`src/rtl/piso_fifo_rd_sequencer.sv`:
```
`default_nettype none
// ============================================================================
// piso_fifo_rd_sequencer : pops async-FIFO words and serialises them over valid/ready.
// Define PIPO_PARITY_EN to append an even-parity bit to every word.   Rev 1.0
// ============================================================================
module piso_fifo_rd_sequencer #(
   parameter int WIDTH     = 8,
   parameter int LSB_FIRST = 0,
   parameter int CNT_WIDTH = 16
) (
   input  logic                 clk_i,
   input  logic                 rst_n_i,
   input  logic                 enable_i,
   input  logic                 fifo_empty_i,
   input  logic [WIDTH-1:0]     fifo_rdata_i,
   input  logic                 fifo_rd_error_i,
   output logic                 fifo_rd_en_o,
   output logic                 sdata_o,
   output logic                 svalid_o,
   input  logic                 sready_i,
   output logic                 sof_o,
   output logic                 eof_o,
   output logic                 busy_o,
   output logic [CNT_WIDTH-1:0] words_sent_o,
   output logic [7:0]           rd_err_cnt_o
);

   localparam int            BW       = $clog2(WIDTH + 1);
   localparam logic [BW-1:0] LAST_BIT = BW'(WIDTH - 1);
`ifdef PIPO_PARITY_EN
   localparam bit            HAS_PARITY = 1'b1;
`else
   localparam bit            HAS_PARITY = 1'b0;
`endif

   typedef enum logic [2:0] {
      S_IDLE   = 3'd0,
      S_FETCH  = 3'd1,
      S_LOAD   = 3'd2,
      S_SHIFT  = 3'd3,
      S_PARITY = 3'd4
   } state_t;

   state_t                 state_q;
   logic [WIDTH-1:0]       shreg_q;
   logic [BW-1:0]          bit_cnt_q;
   logic                   rd_en_q;
   logic                   sdata_q;
   logic                   svalid_q;
   logic                   sof_q;
   logic                   eof_q;
   logic                   busy_q;
   logic [CNT_WIDTH-1:0]   words_q;
   logic [7:0]             rd_err_cnt_q;
`ifdef PIPO_PARITY_EN
   logic                   parity_q;
`endif

   logic [WIDTH-1:0]       shreg_d;
   logic                   start_ok;

   assign shreg_d  = (LSB_FIRST != 0) ? (shreg_q >> 1) : (shreg_q << 1);
   assign start_ok = enable_i && !fifo_empty_i;

   function automatic logic out_bit(input logic [WIDTH-1:0] w);
      return (LSB_FIRST != 0) ? w[0] : w[WIDTH-1];
   endfunction

   // Outputs are registered alongside the state so they change only on clock edges.
   always_ff @(posedge clk_i or negedge rst_n_i) begin
      if (!rst_n_i) begin
         state_q      <= S_IDLE;
         shreg_q      <= '0;
         bit_cnt_q    <= '0;
         rd_en_q      <= 1'b0;
         sdata_q      <= 1'b0;
         svalid_q     <= 1'b0;
         sof_q        <= 1'b0;
         eof_q        <= 1'b0;
         busy_q       <= 1'b0;
         words_q      <= '0;
         rd_err_cnt_q <= '0;
`ifdef PIPO_PARITY_EN
         parity_q     <= 1'b0;
`endif
      end else begin
         case (state_q)
            S_IDLE: begin
               if (start_ok) begin
                  state_q <= S_FETCH;
                  rd_en_q <= 1'b1;
                  busy_q  <= 1'b1;
               end
            end
            S_FETCH: begin
               rd_en_q <= 1'b0;
               state_q <= S_LOAD;
            end
            S_LOAD: begin
               if (fifo_rd_error_i) begin
                  if (rd_err_cnt_q != 8'hFF) rd_err_cnt_q <= rd_err_cnt_q + 8'd1;
                  state_q <= S_IDLE;
                  busy_q  <= 1'b0;
               end else begin
                  shreg_q   <= fifo_rdata_i;
                  bit_cnt_q <= '0;
                  svalid_q  <= 1'b1;
                  sdata_q   <= out_bit(fifo_rdata_i);
                  sof_q     <= 1'b1;
                  eof_q     <= !HAS_PARITY && (LAST_BIT == '0);
`ifdef PIPO_PARITY_EN
                  parity_q  <= ^fifo_rdata_i;
`endif
                  state_q   <= S_SHIFT;
               end
            end
            S_SHIFT: begin
               if (sready_i) begin
                  shreg_q   <= shreg_d;
                  bit_cnt_q <= bit_cnt_q + BW'(1);
                  sof_q     <= 1'b0;
                  if (bit_cnt_q == LAST_BIT) begin
`ifdef PIPO_PARITY_EN
                     sdata_q <= parity_q;
                     eof_q   <= 1'b1;
                     state_q <= S_PARITY;
`else
                     words_q  <= words_q + CNT_WIDTH'(1);
                     svalid_q <= 1'b0;
                     sdata_q  <= 1'b0;
                     eof_q    <= 1'b0;
                     if (start_ok) begin
                        state_q <= S_FETCH;
                        rd_en_q <= 1'b1;
                     end else begin
                        state_q <= S_IDLE;
                        busy_q  <= 1'b0;
                     end
`endif
                  end else begin
                     sdata_q <= out_bit(shreg_d);
                     eof_q   <= !HAS_PARITY && ((bit_cnt_q + BW'(1)) == LAST_BIT);
                  end
               end
            end
`ifdef PIPO_PARITY_EN
            S_PARITY: begin
               if (sready_i) begin
                  words_q  <= words_q + CNT_WIDTH'(1);
                  svalid_q <= 1'b0;
                  sdata_q  <= 1'b0;
                  eof_q    <= 1'b0;
                  if (start_ok) begin
                     state_q <= S_FETCH;
                     rd_en_q <= 1'b1;
                  end else begin
                     state_q <= S_IDLE;
                     busy_q  <= 1'b0;
                  end
               end
            end
`endif
            default: begin
               state_q  <= S_IDLE;
               svalid_q <= 1'b0;
               busy_q   <= 1'b0;
            end
         endcase
      end
   end

   assign fifo_rd_en_o = rd_en_q;
   assign sdata_o      = sdata_q;
   assign svalid_o     = svalid_q;
   assign sof_o        = sof_q;
   assign eof_o        = eof_q;
   assign busy_o       = busy_q;
   assign words_sent_o = words_q;
   assign rd_err_cnt_o = rd_err_cnt_q;

endmodule
`default_nettype wire
```
`config.mk`:
```
export PLATFORM = sky130hd
export DESIGN_NAME = piso_fifo_rd_sequencer
export DESIGN_NICKNAME = d
export VERILOG_FILES = /design/src/rtl/piso_fifo_rd_sequencer.sv
export SDC_FILE = /design/constraint.sdc
export NUM_CORES = 1
export LEC_CHECK = 0
export BUFFER_PORTS_ARGS = -buffer_cell sky130_fd_sc_hd__buf_2
export CAP_MARGIN = 10
export CORE_UTILIZATION = 58
export DETAILED_ROUTE_END_ITERATION = 6
export PLACE_DENSITY = 0.87
export SLEW_MARGIN = 20
export SYNTH_ARGS = -nofsm -noshare
export SYNTH_HDL_FRONTEND = slang
export SYNTH_SLANG_ARGS = --single-unit
```
`constraint.sdc`:
```
create_clock -name clk_i -period 3.6 [get_ports clk_i]
set_input_delay 0.72 -clock clk_i [delete_from_list [all_inputs] [get_ports clk_i]]
set_output_delay 0.72 -clock clk_i [all_outputs]
set_load 0.03 [all_outputs]
```
==> metrics <==
initial antenna violation count=0; CP max-delay cell=dfrtp_1; crit path time final=about 1.8 ns; Post-Route Skew=0.0130 ns; Slew Viols, Final=0; Detailed Place HPWL=about 2.6 mm; largest cells by area after synthesis=dfrtp_1 (53%), xnor2_1 (6.0%), nand2_1 (4.8%), o21ai_0 (3.4%), mux2i_1 (2.9%); PwrDens=about 620 mW/mm^2; port bufs=43; Setup crit end kind=output port; total gr overflow=0; # resized after CTS=0; Die X=61.4 um; WP buf/inv=1; Worst setup endpoint=words_sent_o[1]; # rows=21; max incr delay on CP=roughly 0.49 ns; reg-to-reg slack, setup=between 1.5 and 2 ns; CTS Sinks=43; Post-Syn Nets=206; Synth Warn #=0; CP Cell Sequence=buf_2; Avg Inst Size Synth=~11 um^2; placer congestion estimate=roughly 0.80; largest net degree at the start of global routing=44; Initial Utilization=about three fifths; Clock Pin Slew Worst Setup and Hold Paths=roughly 0.12 ns; FFs w/ async S/R, synth=100%; slew of the pin with the lowest slew margin=a little over 0.9 ns; post-synthesis sequential area ratio=a little over half; post-synth top area share=52.7%; Worst-Skew Late Latency=between 0.3 and 0.4 ns; status=complete, no violations; vias in the first global route=1387; number of synthesized flops with an enable pin=0; critical path required time=between 2 and 3 ns; Synth Register Bits=between 40 and 50; kind of cell adding the most delay to the critical path=flip-flops; WP data arrival=1.08 ns; Crit Path Class=reg2out; Final Hold Vio Count=0; Cells after Synth=around 190; count leader, synth=dfrtp_1; Tightest Hold Check Type=reg2reg; Final Cycle Share=~50%; P_leak=roughly 1.2 nW; wire per inst=approximately 13 um; final hold slack=around 0.48 ns; Primary FF master, synth=dfrtp_1; Die ar.=between 0.003 and 0.004 mm^2; Layout Nets=between 200 and 300; Max Clock Freq=approximately 0.56 GHz; mapped cell area=about 0.002 mm^2; RR Endpoint=bit_cnt_q[3]; n_diodes=0; RR Startpoint=state_q[0]; # IOs=44; core area=0.00336 mm^2; vias per cell=approximately 5.4; Pre-antenna DRT Iters=4; max_cap viols=0; RSZ-0062 raised after global routing=false; worst rel slew slack=between 30% and 40%; worst reg2reg path depth=4; Setup crit start kind=flop; hold_buf cts=0; Setup Buffers After CTS=0; largest fanout on the critical path=5; synth-to-layout area growth=15.9%; first-pass GRT wire length=6.00 mm; Clock Tree Buf Depth=2; antenna violation net count after detailed routing=0; area leader, netlist=dfrtp_1; Final Core Density=between 70% and 80%; Sum Neg Setup Slack=0 ns; top post-synthesis cells by count=dfrtp_1 (43), nand2_1 (26), nor2_1 (14), o21ai_0 (14), xnor2_1 (14); H-tree levels=2; peak supply drop=0.424 mV; DRC=0; total power=between 1 and 1.5 mW; TritonCTS clock tree=built; Num CTS Buffers=5; die height=61.4 um; via count=about 1500; layout cells sized above 1=26.0%; Critical Path Stages=1; 1st-iter DRT viols=40; Tot GR Track Use=between 20 and 25%; Root Driver=clkbuf_4; Setup Viol. Count Final=0; post-synthesis cell type count=38; wirelength, routed=3.66 mm; crit path from=words_sent_o[1]
## cell usage in the layout (no fill, tap or decap), drive strengths merged
| master | count |
|---|---|
| a21o | 2 |
| a21oi | 3 |
| a221oi | 1 |
| a22o | 1 |
| a22oi | 1 |
| a31oi | 1 |
| and2 | 1 |
| and3 | 3 |
| and3b | 2 |
| and4 | 3 |
| buf | 43 |
| bufinv | 1 |
| clkbuf | 6 |
| clkinv | 1 |
| dfrtp | 43 |
| ha | 4 |
| inv | 2 |
| mux2 | 4 |
| mux2i | 6 |
| nand2 | 26 |
| nand2b | 3 |
| nand3 | 8 |
| nand3b | 1 |
| nand4 | 10 |
| nor2 | 15 |
| nor2b | 1 |
| nor3 | 2 |
| nor3b | 1 |
| nor4 | 1 |
| o21ai | 14 |
| o22a | 2 |
| o31ai | 2 |
| or2 | 1 |
| xnor2 | 14 |
| xor2 | 6 |
## worst min-delay path by stage
stage	from	end	cells past startpoint
final	words_sent_o[15]	words_sent_o[15]	1
after floorplan	rst_n_i	bit_cnt_q[0]	0
after CTS	words_sent_o[15]	words_sent_o[15]	1
after global placement	words_sent_o[15]	words_sent_o[15]	1
after detailed placement	words_sent_o[15]	words_sent_o[15]	1
after global routing	words_sent_o[14]	words_sent_o[14]	1
## sequential cells by signal, summed over array words and instances, names as in the netlist
| register | count |
|---|---|
| shreg_q | 7 |
| rd_err_cnt_o | 8 |
| bit_cnt_q | 4 |
| sof_o | 1 |
| fifo_rd_en_o | 1 |
| svalid_o | 1 |
| busy_o | 1 |
| sdata_o | 1 |
| state_q | 2 |
| eof_o | 1 |
| words_sent_o | 16 |
## per-layer routing
layer	vias up	global-route usage (%)	share of wire (%)
met5	-	0	0
met1	738	29.3	47
met4	0	5.71	0.66
met2	38	36.2	49
met3	4	4.41	4.0
li1	750	-	-
## cells by family after synthesis
logic type	synth area share (%)
buffers and inverters	2.02
AOI/OAI and AO/OA	8.02
adders and majority gates	2.45
DFF	52.7
muxes	5.14
and+or+nand+nor	21.1
xor gates and xnor gates	8.57
## power breakdown
| group | internal [mW] | switching, mW |
|---|---|---|
| registers | 0.593 | 0.110 |
| logic | 0.170 | 0.285 |
| clock network | 0.164 | 0.155 |
## stage by stage
stage	instance area [um^2]	setup WS (ns)	instances
detailed placement	2280	1.57	273
global route	2370	1.74	281
floorplan	2040	1.95	188
CTS	2370	1.80	281
finish	2370	1.80	281
global placement	2280	1.61	273
## layout make-up
class / instances / area, um^2
repair buffers: 43 / 215
clock buffers: 6 / 51.3
clock inverters: 2 / 35.0
well taps: 46 / 57.6
fillers: 263 / 995
inverters: 2 / 7.51
flip-flops and latches: 43 / 1080
multi-input cells: 139 / 926
Power figures use the tool's default switching activity.
